--- src/rtl/program_counter.sv ---
// program_counter: 32-bit instruction fetch address register.
// Counts up by PC_STEP every cycle after a synchronous active-high reset
// to RESET_VECTOR. Wraps silently modulo 2^32.
// Optional feature macro: PC_CTRL_EN adds stall/load control and a
// registered misaligned-target flag. Per-edge priority is
// rst > load > stall > increment.
module program_counter #(
  parameter logic [31:0] RESET_VECTOR = 32'h0000_0000,
  parameter logic [31:0] PC_STEP      = 32'd4
) (
  input  logic        clk,
  input  logic        rst,
`ifdef PC_CTRL_EN
  input  logic        stall,
  input  logic        load,
  input  logic [31:0] load_addr,
  output logic        misaligned,
`endif
  output logic [31:0] pc_out
);

  // Low two bits are forced to zero so pc_out stays word aligned even if a
  // parameter override is careless.
  localparam logic [31:0] RESET_ALIGNED = {RESET_VECTOR[31:2], 2'b00};
  localparam logic [31:0] STEP_ALIGNED  = {PC_STEP[31:2], 2'b00};

  logic [31:0] pc_next;

  // Next-address selection (reset handled in the register).
  always_comb begin
    pc_next = pc_out + STEP_ALIGNED;
`ifdef PC_CTRL_EN
    if (load) begin
      pc_next = {load_addr[31:2], 2'b00};
    end else if (stall) begin
      pc_next = pc_out;
    end
`endif
  end

  // Program counter register; reset overrides every other input.
  always_ff @(posedge clk) begin
    if (rst) begin
      pc_out <= RESET_ALIGNED;
    end else begin
      pc_out <= pc_next;
    end
  end

`ifdef PC_CTRL_EN
  // Misaligned flag tracks the low bits of the most recently accepted load.
  always_ff @(posedge clk) begin
    if (rst) begin
      misaligned <= 1'b0;
    end else if (load) begin
      misaligned <= |load_addr[1:0];
    end
  end
`endif

endmodule

--- config.mk ---
export PLATFORM = sky130hd
export DESIGN_NAME = program_counter
export DESIGN_NICKNAME = d
export VERILOG_FILES = /design/src/rtl/program_counter.sv
export SDC_FILE = /design/constraint.sdc
export NUM_CORES = 1
export LEC_CHECK = 0
export ABC_AREA = 1
export CAP_MARGIN = 20
export CORE_MARGIN = 5
export CORE_UTILIZATION = 49
export DETAILED_ROUTE_END_ITERATION = 10
export PLACE_DENSITY_LB_ADDON = 0.05
export SLEW_MARGIN = 20
export SYNTH_ARGS = -nofsm -noshare
export SYNTH_HDL_FRONTEND = slang
export SYNTH_SLANG_ARGS = --single-unit
--- constraint.sdc ---
create_clock -name clk -period 1.69 [get_ports clk]
set_input_delay 0.338 -clock clk [delete_from_list [all_inputs] [get_ports clk]]
set_output_delay 0.338 -clock clk [all_outputs]
set_load 0.05 [all_outputs]
==> flow_metrics.py <==
metrics = {
    "final_layout": {
        "nNetsFinal": 274,
        "layout_common_cells": "nor2_1, nand2_1, buf_4",
        "regMostFlops": "pc_out",
        "multiInputGateArea_um2": 847.1,
        "layout_commonest_cell": "nor2_1",
        "largest_registers": "pc_out x30",
        "nFillCells": 307,
        "antennaDiodeCount": 0,
        "regArea_um2": 603.1,
        "fin_util_pct": 61.86,
        "area_delta_synth_final_pct": 22.20,
        "largest_reg_flops": 30,
        "stdcell_area_um2": 1873,
        "drive_above_1_share_pct": 19.56,
    },
    "setup_path": {
        "crit_end": "pc_out[29]",
        "r2r-end": "pc_out[29]",
        "r2r-start": "pc_out[20]",
        "cp.arrival_ns": 1.58,
        "cp-start-kind": "flip-flop",
        "r2r_slack_ns": 0.33,
        "startpoint": "pc_out[20]",
        "crit_type": "flip-flop to flip-flop",
        "cp-end-kind": "flip-flop",
        "path_max_fanout": 5,
        "r2r.worst_path.cells": 7,
        "worstPathRequired_ns": 1.91,
    },
    "logic_synthesis": {
        "synth_cells": 235,
        "synth_fa_ha_area_share_pct": 0.8163,
        "synth-simple-area-share_pct": 43.84,
        "postSynthRegisterBits": 30,
        "synthesis.area_um2": 1533,
        "synth_top_family_by_area": "simple AND/OR/NAND/NOR gates",
        "synth_xor_area_share_pct": 2.286,
        "synth_compound_area_share_pct": 7.837,
        "ys_seq_area_share_pct": 39.18,
        "muxShareOfSynthArea_pct": 0,
        "synth.distinct_cells": 22,
        "ys_warn_count": 0,
        "synth.avg_cell_area_um2": 6.522,
    },
    "die": {
        "core_area_um2": 3028,
        "die-height_um": 65.93,
        "start_util_pct": 50.62,
        "ios": 34,
        "rows": 20,
        "dieWidth_um": 65.93,
        "dieArea_um2": 4347,
    },
    "pwr": {
        "power_frac_clock_pct": 32.6,
        "p_leak_nw": 0.7376,
        "peakVddDrop_v": 0.0004534,
        "pwr-share-comb_pct": 6.7,
        "p_int_uw": 893.1,
        "power_switching_uw": 292.9,
        "powerDensity_nw_per_um2": 633.2,
        "sequentialPowerShare_pct": 60.7,
        "p_sw_share_pct": 24.70,
    },
    "timing": {
        "slew_viol_final": 0,
        "post-route-period-util_pct": 80.29,
        "fmax_ghz": 0.7370,
        "setup_slack_ns": 0.3331,
        "final.min_clock_period_ns": 1.357,
        "finalClockSkew_ns": 0.007742,
        "setup_tns_ns": 0,
        "rsz0062_at_grt": "false",
        "finalSetupViolCount": 0,
        "finalHoldViolCount": 0,
    },
    "cts": {
        "htree_levels": 2,
        "cts_made_buffers": 5,
        "clkLatencyLatePin_ns": 0.33,
        "ctsResizeCount": 0,
        "post_cts_buffers": 0,
        "cts.sinks": 30,
        "cts_root_buffer": "clkbuf_4",
        "cts_hold_buf": 0,
        "clkTransAtPathRegs_ns": 0.08,
        "cts_tree": "yes",
        "cts_max_path_buffers": 2,
    },
    "worst_hold_path": {
        "min_path_type": "flip-flop to flip-flop",
    },
    "global_route": {
        "grt_max_degree": 23,
        "grt_util_met1_pct": 21.33,
        "grt_usage_pct": 17.52,
        "grt_util_met3_pct": 4.932,
        "grt_overflow": 0,
        "grt_first_pass_wirelength_um": 5789,
        "antenna_found_initial": 0,
        "busiest_layer": "met2",
        "grt_pass1_vias": 1360,
        "use_met2_pct": 28.66,
    },
    "placement": {
        "hpwl_um": 2708,
        "place.gp.congestion": 0.8751,
        "post-place-ws_ns": 0.2990,
        "io_buffers": 31,
        "place_area_um2": 1828,
    },
    "detailed_routing": {
        "drtPass1Iterations": 4,
        "routed-via-count": 1498,
        "ant_nets": 0,
        "wl_um": 3515,
        "drt-wirelength-per-cell_um": 11.16,
        "via_per_inst": 4.756,
        "dr.first_iter.drc_count": 74,
        "remaining_drc_errors": 0,
    },
    "outcome": {
        "status": "finished, final reports clean",
    },
    "run": {
        "cap_violations": 0,
    },
}
==> cell families after synthesis <==
group                      count (synthesis)
other                                      1
and+or+nand+nor                          155
DFF                                       30
buffers and inverters                     21
adders and majority gates                  1
xor gates and xnor gates                   4
AOI/OAI and AO/OA                         23
==> Yosys cell counts <==
library cell / instances / area [um2]
a21o_1: 1 / 7.510
a21oi_1: 15 / 75.07
and2_1: 1 / 6.260
and2_2: 1 / 7.510
buf_1: 1 / 3.750
buf_2: 2 / 10.01
buf_4: 2 / 15.01
conb_1: 1 / 3.750
dfxtp_1: 30 / 600.6
ha_1: 1 / 12.51
inv_1: 16 / 60.06
nand2_1: 61 / 229.0
nand2_2: 3 / 18.77
nand2_4: 1 / 11.26
nand3_1: 14 / 70.07
nor2_1: 64 / 240.2
nor2_2: 4 / 25.02
nor2_4: 5 / 56.30
nor3b_1: 1 / 7.510
o21a_1: 1 / 7.510
o21ai_0: 6 / 30.03
xor2_1: 4 / 35.03
==> per-layer routing <==
metal | vias to the layer above | wire (um)
met4 | 0 | 51
met5 | - | 0
li1 | 799 | -
met3 | 6 | 224
met2 | 41 | 1570
met1 | 652 | 1669
==> power groups by stage <==
stage / Combinational, mW / Sequential, mW / Clock, mW
after floorplan: 0.0436 / 0.756 / 0
after global placement: 0.0797 / 0.736 / 0
after detailed placement: 0.0801 / 0.737 / 0
after CTS: 0.0801 / 0.720 / 0.397
after global routing: 0.0875 / 0.722 / 0.426
final: 0.0799 / 0.720 / 0.386
==> layout make-up <==
type	count	area share, %
Tap cell	44	2.939
Sequential cell	30	32.20
Clock buffer	7	2.405
Timing Repair Buffer	33	14.03
Inverter	16	3.206
Multi-Input combinational cell	185	45.22
==> worst max-delay path, stage by stage, from the launching register on <==
cell     delay (ns)
dfxtp_1        0.44
nand2_1        0.10
nor2_1         0.21
nand2_1        0.10
nor2_1         0.20
nand3_1        0.10
nand2_1        0.07
nor2_1         0.04
==> worst min-delay path by stage <==
stage / startpoint / to / slack, ns / depth (start not counted)
final: pc_out[2] / pc_out[2] / 0.45 / 1
after global routing: pc_out[2] / pc_out[2] / 0.48 / 1
after CTS: pc_out[2] / pc_out[2] / 0.45 / 1
after detailed placement: pc_out[2] / pc_out[2] / 0.44 / 1
after global placement: pc_out[2] / pc_out[2] / 0.43 / 1
after floorplan: pc_out[2] / pc_out[2] / 0.55 / 1
==> per-stage QoR <==
step	instances	total power [mW]	hold WS, ns
floorplan	236	0.7998	0.5521
global placement	308	0.8159	0.4318
detailed placement	308	0.8167	0.4402
CTS	315	1.198	0.4539
global route	315	1.235	0.4793
finish	315	1.186	0.4493
No activity file was read; power rests on OpenSTA's default activity.
